### config.mk
export PLATFORM = sky130hd
export DESIGN_NAME = shift_arbiter
export DESIGN_NICKNAME = d
export VERILOG_FILES = /design/src/rtl/shift_arb_pkg.sv /design/src/rtl/shift_arbiter_rr_arb2.sv /design/src/rtl/shift_arbiter.sv
export SDC_FILE = /design/constraint.sdc
export NUM_CORES = 1
export LEC_CHECK = 0
export BUFFER_PORTS_ARGS = -buffer_cell sky130_fd_sc_hd__buf_2
export CAP_MARGIN = 20
export CELL_PAD_IN_SITES_DETAIL_PLACEMENT = 1
export CELL_PAD_IN_SITES_GLOBAL_PLACEMENT = 1
export CORE_UTILIZATION = 27
export CTS_CLUSTER_SIZE = 10
export DETAILED_ROUTE_END_ITERATION = 16
export GPL_TIMING_DRIVEN = 0
export PLACE_DENSITY = 0.92
export SYNTH_ARGS = -nofsm -noshare
export SYNTH_HDL_FRONTEND = slang
export SYNTH_SLANG_ARGS = --single-unit
### constraint.sdc
create_clock -name clk -period 4 [get_ports clk]
set_input_delay 0.8 -clock clk [delete_from_list [all_inputs] [get_ports clk]]
set_output_delay 0.8 -clock clk [all_outputs]
set_load 0.005 [all_outputs]
### src/rtl/shift_arb_pkg.sv
// Shared types and constants for the shift_arbiter block.
package shift_arb_pkg;

    localparam int XLEN    = 32;
    localparam int SHAMT_W = 5;

    localparam logic PORT_ALU = 1'b0;
    localparam logic PORT_AGU = 1'b1;

    typedef struct packed {
        logic [XLEN-1:0]    x;
        logic [SHAMT_W-1:0] shamt;
        logic               left;
        logic               arith;
    } shift_req_t;

    typedef enum logic {
        ST_EMPTY = 1'b0,
        ST_FULL  = 1'b1
    } slot_state_e;

endpackage

### src/rtl/shift_arbiter_rr_arb2.sv
// Two-way round-robin grant: rr_ptr wins ties, a lone requester always wins.
module rr_arb2 (
    input  logic [1:0] valid,
    input  logic       rr_ptr,
    output logic       gnt_valid,
    output logic       gnt_idx
);

    // Pure combinational grant selection
    always_comb begin
        gnt_valid = |valid;
        if (valid == 2'b11) begin
            gnt_idx = rr_ptr;
        end else begin
            gnt_idx = valid[1];
        end
    end

endmodule

### src/rtl/shift_arbiter.sv
// shift_arbiter: shares one external 32-bit barrel shifter between the ALU
// (port 0) and the AGU (port 1). Round-robin arbitration, single registered
// result slot tagged with its owner.
// Optional feature: define SHIFT_ARB_STATS_EN to add per-port accept counters
// (grant_cnt0/grant_cnt1, width CNT_W).
//
// state    | meaning
// ---------+-----------------------------------------------
// ST_EMPTY | result slot holds nothing, any grant may load
// ST_FULL  | slot holds a result for slot_owner, awaiting rsp_ready
module shift_arbiter
   import shift_arb_pkg::*;
#(
   parameter int unsigned CNT_W = 16
)
(
   input  logic               clk,
   input  logic               rst,
   input  logic [1:0]         req_valid,
   output logic [1:0]         req_ready,
   input  logic [XLEN-1:0]    req_x0,
   input  logic [XLEN-1:0]    req_x1,
   input  logic [SHAMT_W-1:0] req_shamt0,
   input  logic [SHAMT_W-1:0] req_shamt1,
   input  logic [1:0]         req_left,
   input  logic [1:0]         req_arith,
   output logic [1:0]         rsp_valid,
   input  logic [1:0]         rsp_ready,
   output logic [XLEN-1:0]    rsp_data,
   output logic [XLEN-1:0]    sh_x,
   output logic [SHAMT_W-1:0] sh_shift_by,
   output logic               sh_left,
   output logic               sh_arith,
   input  logic [XLEN-1:0]    sh_out
`ifdef SHIFT_ARB_STATS_EN
   ,
   output logic [CNT_W-1:0]   grant_cnt0,
   output logic [CNT_W-1:0]   grant_cnt1
`endif
);

   slot_state_e     state_q;
   slot_state_e     state_d;
   logic            slot_full;
   logic            slot_owner;
   logic [XLEN-1:0] slot_data;
   logic            rr_ptr;

   shift_req_t      req [2];
   shift_req_t      cur;
   logic            gnt_valid;
   logic            gnt_idx;
   logic            sel;
   logic            can_load;
   logic            drain;
   logic            accept;

   rr_arb2 u_rr_arb2 (
      .valid     (req_valid),
      .rr_ptr    (rr_ptr),
      .gnt_valid (gnt_valid),
      .gnt_idx   (gnt_idx)
   );

   assign slot_full = (state_q == ST_FULL);

   // Gather per-port operands and steer the selected one onto the shifter
   always_comb begin
      req[PORT_ALU] = '{x: req_x0, shamt: req_shamt0,
                        left: req_left[PORT_ALU], arith: req_arith[PORT_ALU]};
      req[PORT_AGU] = '{x: req_x1, shamt: req_shamt1,
                        left: req_left[PORT_AGU], arith: req_arith[PORT_AGU]};
      // With no grant the rr_ptr port still drives the shifter so it never sees X
      sel         = gnt_valid ? gnt_idx : rr_ptr;
      cur         = req[sel];
      sh_x        = cur.x;
      sh_shift_by = cur.shamt;
      sh_left     = cur.left;
      sh_arith    = cur.arith;
   end

   // Slot availability and acceptance; reset holds off any handshake
   always_comb begin
      drain    = slot_full & rsp_valid[slot_owner] & rsp_ready[slot_owner];
      can_load = ~slot_full | drain;
      accept   = gnt_valid & can_load & ~rst;
   end

   // FSM state register
   always_ff @(posedge clk or posedge rst) begin
      if (rst) begin
         state_q <= ST_EMPTY;
      end else begin
         state_q <= state_d;
      end
   end

   // FSM next state: an accept always (re)fills, a lone drain empties
   always_comb begin
      state_d = state_q;
      case (state_q)
         ST_EMPTY: if (accept) state_d = ST_FULL;
         ST_FULL: begin
            if (accept) begin
               state_d = ST_FULL;
            end else if (drain) begin
               state_d = ST_EMPTY;
            end
         end
         default: state_d = ST_EMPTY;
      endcase
   end

   // FSM outputs: response valid to the owner, ready to the granted port
   always_comb begin
      rsp_valid           = 2'b00;
      rsp_valid[PORT_ALU] = slot_full & (slot_owner == PORT_ALU);
      rsp_valid[PORT_AGU] = slot_full & (slot_owner == PORT_AGU);
      req_ready           = 2'b00;
      req_ready[gnt_idx]  = accept;
   end

   assign rsp_data = slot_data;

   // Result slot and round-robin pointer; priority moves only on accept
   always_ff @(posedge clk or posedge rst) begin
      if (rst) begin
         slot_data  <= '0;
         slot_owner <= PORT_ALU;
         rr_ptr     <= PORT_ALU;
      end else if (accept) begin
         slot_data  <= sh_out;
         slot_owner <= gnt_idx;
         rr_ptr     <= ~gnt_idx;
      end
   end

`ifdef SHIFT_ARB_STATS_EN
   // Per-port accept counters, wrapping naturally at 2^CNT_W
   always_ff @(posedge clk or posedge rst) begin
      if (rst) begin
         grant_cnt0 <= '0;
         grant_cnt1 <= '0;
      end else if (accept) begin
         if (gnt_idx == PORT_ALU) begin
            grant_cnt0 <= grant_cnt0 + CNT_W'(1);
         end else begin
            grant_cnt1 <= grant_cnt1 + CNT_W'(1);
         end
      end
   end
`endif

endmodule

# After elaboration in Yosys (flattened, before gate mapping)
# Cells that the tools add are included.
dict set report word_totals {
  regBits 35
}
dict set report classes {
  n_lt_le_gt_ge 4
  eq_ne 1
  mux 15
  n_bitwise 13
  n_reduce_logical 2
}
# cell n
set ops {}
lappend ops {{$mux 39} 3}
lappend ops {{$mux 1} 10}
lappend ops {{$and 1x1->1} 6}
lappend ops {{$lt 1x2->1 const B} 2}
lappend ops {{$not 1->1} 4}
lappend ops {{$and 2x2->2} 1}
lappend ops {{$eq 2x2->1 const B} 1}
lappend ops {{$ge 2x2->1 const B} 1}
lappend ops {{$not 1->2} 1}
lappend ops {{$pmux 1 s2} 1}
lappend ops {{$reduce_or 2->1} 1}
lappend ops {{$demux 1 s1} 1}
lappend ops {{$ge 1x1->1 const B} 1}
lappend ops {{$logic_and 1x1->1} 1}
lappend ops {{$or 1x1->1} 1}

# Depth between registers and ports, before layout
# Gate-level depths: netlist (run 1).
dict set report depth {
  ltp_word 11
  depth_mapped 5
  ltp_nobuf 3
}

# By module
# A second synthesis (run 1) with hierarchy kept.
dict set report unflattened {
  cells_unflattened 135
  hier_area_um2 1884.3
}
# module n_inst cells_per_inst area_per_inst_um2 seq_area_each_um2
set by_module_without_submodules {}
lappend by_module_without_submodules {shift_arbiter 1 132 1866.8 875.8}
lappend by_module_without_submodules {rr_arb2 1 3 17.5 0.0}

# Worst setup path before layout (run 1)
# No wires, ideal clock.
dict set report synth_timing {
  path_type {input port to output port}
  startpoint {input req_valid[0]}
  endpoint {output sh_x[15]}
  arrival_time_ns 1.737
  required_time_ns 3.200
  setup_slack_ns 1.463
  stages 5
  path_buffers 2
  path_cell_list {inv_1 > maj3_2 > buf_6 > buf_6 > mux2_4}
}
dict set report synth_via {
  elab_chain_cells 7
  word_cells_on_any_way 8
  classes_between {1 x eq/ne; 5 x mux; 1 x bitwise; 1 x reduce/logical}
}
# item line_no
set synth_rtl {}
lappend synth_rtl {{start: declaration} shift_arbiter.sv:19} ;# input logic [1:0] req_valid,
lappend synth_rtl {{$eq 2x2->1} shift_arbiter_rr_arb2.sv:12} ;# if (valid == 2'b11) begin
lappend synth_rtl {{$mux 1} shift_arbiter_rr_arb2.sv:12}
lappend synth_rtl {{$mux 1 (*)} shift_arbiter.sv:74} ;# sel = gnt_valid ? gnt_idx : rr_ptr;
lappend synth_rtl {{$not 1->2 (implied by the code) (*)} shift_arbiter.sv:75} ;# cur = req[sel];
lappend synth_rtl {{$mux 39 (implied by the code) (*) (3 in series)} shift_arbiter.sv:75}
lappend synth_rtl {{end: declaration} shift_arbiter.sv:30} ;# output logic [XLEN-1:0] sh_x,
# Every way passes the cells marked *; elsewhere a longest branch is shown, timed or not. The select of a mux whose other input is x is not followed.

# Worst setup path in the final report (run 1)
dict set report layout_timing {
  startpoint {input req_valid[0]}
  endpoint {output sh_x[24]}
}
# Same word-level chain as after synthesis.

==> flow_summary.ini, run 1 <==
[place]
detailed_place_hpwl_um = 5590
place.gp.congestion = 0.665
dpl_worst_slack_ns = 1.15
numPlacedInstances = 419
portBuffers = 190
placement.cell_area_mm2 = 0.00301

[timing]
slew_violations = 0
grt_setup_unrepaired = false
timing.final.ws_setup_ns = 1.19
final_setup_violation_count = 0
worst_hold_slack_ns = 0.489
max_freq_ghz = 0.356
slew_headroom = 0.577
final.min_clock_period_ns = 2.81
transition_time_at_the_pin_with_the_least_slew_margin_ns = 0.634
final.period_utilization = 0.703
fin_worst_skew_ns = 0.0102
report.final.hold_viol_count = 0
totalNegativeSetupSlack_ns = 0

[final_layout]
fraction_of_layout_cells_with_a_size_suffix_above_1 = 0.840
final-instance-count-excl-fill = 427
final_design_area_no_fill_mm2 = 0.00313
finalNetCount = 446
synthToLayoutAreaGrowth_pct = 63.8
antenna-diode-count = 0

[hold_path]
min_path_type = flip-flop to flip-flop

[global_routing]
grt_pass1_vias = 2008
grt_pass1_wl_um = 9490
grt_start_max_net_pins = 23
groute.usage.overall = 0.166
grt_remaining_overflow = 0
antenna_found_initial = 0

[clock_tree]
tritoncts = done
worst_skew_pair.late_latency_ns = 0.29
clock_h_tree_levels = 2
cts-buffers-inserted = 5
cts-root-buf = clkbuf_8
count_of_hold_fix_buffers_inserted_at_cts = 0
clk_transition_reported_paths_ns = 0.08
clock_path_buffers = 2
postCtsSetupRepairBufs = 0
clock-sinks = 35
cts-resized-gates = 0

[logic_synthesis]
syn-cell-area_mm2 = 0.00191
ys_async_sr_fraction = 1.00
synth.area.top_cells = dfrtp_1, mux2_2, mux2_4, buf_6, mux2_1
ys_seq_area_frac = 0.458
synth_enable_flop_cells = 0
synth_area_leader_cell = dfrtp_1
synth.cells.most_frequent = mux2_2, dfrtp_1, mux2_4, buf_6, inv_1
synth.ff_latch_count = 35
syn_nets = 248
yosys.cell_types.count = 18
post_synth_inst_count = 132
synth_most_common_cell = mux2_2
synthesis.area_per_instance_um2 = 14.5
postSynth.topFlopCell = dfrtp_1
synth_top_cell_area_share = 0.458
synth-warning-count = 0

[power_and_ir_drop]
worst_ir_drop_vdd_uv = 241
cell_internal_power_uw = 924
netSwitchingFraction = 0.281
netSwitchingPower_uw = 361
total_leakage_power_uw = 0.00165
power_frac_seq = 0.368
p_per_area_mw_per_mm2 = 410
power_frac_comb = 0.367
share_of_total_power_in_the_clock_network = 0.265

[floorplan]
floorplan.initialDensity = 0.280
floorplan.core_area_mm2 = 0.00683
die_area_mm2 = 0.00742
boundaryPins = 191
fp.dieH_um = 86.1
rows = 30
chipWidth_um = 86.1

[setup_path]
setup.worst_path.start_class = input port
crit_fanout = 10
type_of_destination_of_the_critical_path = primary output
critPathKind = input port to primary output
critical_path_arrival_ns = 2.01
crit_required_ns = 3.20

[job]
timing.max_cap.violations = 0

[run_status]
run_status = finished clean

[routing]
dr.pass1.iters = 3
dr_total_vias = 1897
residual_drc_count = 0
wl_per_cell_um = 15.1
detail_route.iter0.violations = 17
vias_per_cell = 4.44
detail-route-antenna-nets = 0
postRouteWirelength_um = 6470
==> worst max-delay path: stages <==
cell    delay [ns]
buf_2         0.09
inv_1         0.05
maj3_2        0.32
buf_6         0.16
buf_6         0.16
mux2_4        0.30
buf_2         0.14
==> placed cells by master (no fill, tap or decap) <==
master / n
mux2_2: 60
nor2b_1: 2
a21oi_1: 1
buf_6: 5
nor3b_1: 1
bufinv_16: 1
inv_6: 1
maj3_2: 1
a21oi_4: 1
mux2_1: 2
buf_16: 1
nand2_1: 2
o21ai_0: 2
o2bb2a_1: 1
inv_1: 3
dfrtp_1: 35
and2_1: 2
mux2_4: 10
mux2i_1: 1
clkbuf_8: 6
buf_2: 192
o21bai_1: 1
==> kinds of logic (layout without fill, tap and decap cells) <==
| group | Yosys count | after routing | synth area share |
|---|---|---|---|
| fa+ha+maj | 1 | 1 | 0.00589 |
| compound gates | 6 | 6 | 0.0255 |
| flops | 35 | 35 | 0.458 |
| mux | 73 | 73 | 0.449 |
| simple gates | 7 | 7 | 0.0209 |
| buf+inv | 10 | 209 | 0.0406 |
==> per-layer routing <==
metal  global-route usage  share of wire  up-vias
li1                     -              -      873
met3               0.0529          0.092       11
met4               0.0424          0.015        0
met5                    0              0        -
met2                0.333           0.57      105
met1                0.159           0.32      908
==> path summary, 6_finish.rpt <==
path,start,to,slack (ns),cells after the start
setup / recovery,req_valid[0],sh_x[24],1.19,7
hold / removal,rsp_data[13],rsp_data[13],0.49,1
setup reg to reg,slot_owner,rsp_data[7],2.36,4
hold reg to reg,rsp_data[13],rsp_data[13],0.49,1
max in group asynchronous,rst,rsp_data[8],2.88,3
min in group asynchronous,rst,rsp_data[14],0.59,2
==> power groups by stage <==
stage,Sequential (uW),Clock (uW),Combinational [uW]
final,473,340,472
after global routing,484,360,514
after CTS,475,349,483
after detailed placement,481,0,482
after global placement,473,0,463
after floorplan,483,0,241
==> through the flow <==
step	total power, uW	util
6_report	1280	0.458
3_3_place_gp	936	0.437
3_5_place_dp	963	0.441
4_1_cts	1310	0.458
2_1_floorplan	724	-
5_1_grt	1360	0.458
==> area by class of cell <==
cell class,instances,area [um^2]
Buffer,7,66.3
Clock buffer,6,82.6
Clock inverter,2,38.8
Fill cell,795,3700
Inverter,3,11.3
Multi-Input combinational cell,87,958
Sequential cell,35,876
Tap cell,96,120
Timing Repair Buffer,191,978
==> state kept, by name (all words and copies together), names as in the netlist <==
| register | count |
|---|---|
| rsp_data | 32 |
| rr_ptr | 1 |
| slot_full | 1 |
| slot_owner | 1 |
Power figures use the tool's default switching activity.
==> inputs of run 2 (changes only) <==
--- a/config.mk
+++ b/config.mk
@@ -9,11 +9,11 @@
 export CAP_MARGIN = 20
 export CELL_PAD_IN_SITES_DETAIL_PLACEMENT = 1
 export CELL_PAD_IN_SITES_GLOBAL_PLACEMENT = 1
-export CORE_UTILIZATION = 27
+export CORE_UTILIZATION = 23
 export CTS_CLUSTER_SIZE = 10
 export DETAILED_ROUTE_END_ITERATION = 16
 export GPL_TIMING_DRIVEN = 0
-export PLACE_DENSITY = 0.92
+export PLACE_DENSITY = 0.84
 export SYNTH_ARGS = -nofsm -noshare
 export SYNTH_HDL_FRONTEND = slang
 export SYNTH_SLANG_ARGS = --single-unit
==> constraint.sdc (replaced) <==
create_clock -name clk -period 2.45 [get_ports clk]
set_input_delay 0.49 -clock clk [delete_from_list [all_inputs] [get_ports clk]]
set_output_delay 0.49 -clock clk [all_outputs]
set_load 0.005 [all_outputs]
==> run 2 against run 1 <==
Net effect: die area grew 17%; non-clock buffer count stayed put; setup slack worse by 1.0 ns; total power increased by 51%; critical path type is now flip-flop to primary output; largest power group unchanged.
==> flow_summary.ini, run 2 (synthesis results as in run 1) <==
[final_layout]
antenna-diode-count = 0
final_design_area_no_fill_mm2 = 0.00310
post-route-util = 0.393
fraction_of_layout_cells_with_a_size_suffix_above_1 = 0.834
largest_register_ffs = 32
layout_common_cells = buf_2, mux2_2, dfrtp_1, mux2_4
synthToLayoutAreaGrowth_pct = 62.1
final_common_cell = buf_2
finalNetCount = 446

[routing]
detail-route-antenna-nets = 0
postRouteWirelength_um = 6380
vias_per_cell = 4.27
residual_drc_count = 0
dr_total_vias = 1847
detail_route.iter0.violations = 9
dr.pass1.iters = 3
wl_per_cell_um = 14.7

[clock_tree]
cts-resized-gates = 0
clock-sinks = 35
cts-buffers-inserted = 5
postCtsSetupRepairBufs = 0
cts-root-buf = clkbuf_8
count_of_hold_fix_buffers_inserted_at_cts = 0
clock_path_buffers = 2
clk_transition_reported_paths_ns = 0.07
clock_h_tree_levels = 2
tritoncts = done
worst_skew_pair.late_latency_ns = 0.28

[floorplan]
floorplan.initialDensity = 0.242
fp.dieH_um = 93.2
floorplan.core_area_mm2 = 0.00789
boundaryPins = 191
die_area_mm2 = 0.00868
rows = 32
chipWidth_um = 93.2

[place]
placement.cell_area_mm2 = 0.00302
dpl_worst_slack_ns = 0.219
place.gp.congestion = 0.670
portBuffers = 190
detailed_place_hpwl_um = 5500

[global_routing]
grt_remaining_overflow = 0
grt_pass1_vias = 1993
grt_pass1_wl_um = 9560
antenna_found_initial = 0
groute.usage.overall = 0.142
grt_start_max_net_pins = 25

[timing]
final.period_utilization = 0.925
grt_setup_unrepaired = false
transition_time_at_the_pin_with_the_least_slew_margin_ns = 0.576
slew_violations = 0
timing.final.ws_setup_ns = 0.184
slew_headroom = 0.616
report.final.hold_viol_count = 0
fin_worst_skew_ns = 0.00453
final_setup_violation_count = 0
max_freq_ghz = 0.441
final.min_clock_period_ns = 2.27
totalNegativeSetupSlack_ns = 0

[job]
timing.max_cap.violations = 0

[run_status]
run_status = finished clean

[setup_path]
setup.reg_to_reg.worst_slack_ns = 0.83
reg2reg_start = slot_owner
type_of_destination_of_the_critical_path = primary output
critical_path_arrival_ns = 1.78
timing.rr.end = rsp_data[26]
worst_r2r_path_depth = 4
crit_fanout = 10
crit_required_ns = 1.96
critPathKind = flip-flop to primary output
setup.worst_path.start_class = flip-flop

[hold_path]
min_path_type = input port to async pin

[power_and_ir_drop]
total_leakage_power_uw = 0.00163
worst_ir_drop_vdd_uv = 423
p_per_area_mw_per_mm2 = 624
-- run 2: changes by cell type in the layout (fill, tap and decap cells not counted), sizes merged --
cell	previous run	this run
inv	4	3
clkbuf	6	7
bufinv	1	0
clkinv	0	1
-- run 2: report_power, final --
part           switching, uW  total, uW  internal (uW)
sequential              65.9        770            704
combinational            297        767            469
clock                    199        398            200
-- run 2: layout make-up --
class | instances | area [um^2]
clock buffer | 7 | 76.3
inverter | 3 | 11.3
multi-input combinational | 87 | 958
timing repair buffer | 191 | 978
tap | 102 | 128
clock inverter | 1 | 5.00
buffer | 7 | 66.3
sequential | 35 | 876
fill | 941 | 4790
-- run 2: worst max path at each step --
stage                             from  slack [ns]       end  cells after the start
final                           rr_ptr        0.18  sh_x[16]                      5
after global routing            rr_ptr        0.09  sh_x[16]                      5
after global placement    req_valid[0]        0.24  sh_x[16]                      7
after floorplan           req_valid[0]        0.53  sh_x[15]                      5
after detailed placement  req_valid[0]        0.22  sh_x[16]                      7
after CTS                       rr_ptr        0.15  sh_x[16]                      5
-- run 2: routing by layer --
layer / track usage / wire length (um) / part of all wire
met1: 0.140 / 2220 / 0.35
met2: 0.282 / 3540 / 0.55
met4: 0.0397 / 76 / 0.012
met5: 0 / 0 / 0
met3: 0.0415 / 546 / 0.086
-- run 2: stage by stage --
stage | std cells | hold slack (ns) | power [uW]
3_3_place_gp | 424 | 0.468 | 1530
5_1_grt | 433 | 0.293 | 2070
4_1_cts | 433 | 0.290 | 1970
2_1_floorplan | 132 | 0.483 | 1180
3_5_place_dp | 425 | 0.477 | 1560
6_report | 433 | 0.266 | 1930
-- run 2: worst max-delay path: stages (launching register included) --
cell and delay [ns]:
dfrtp_1 0.39, maj3_2 0.35, buf_6 0.16, buf_6 0.16, mux2_4 0.30, buf_2 0.13
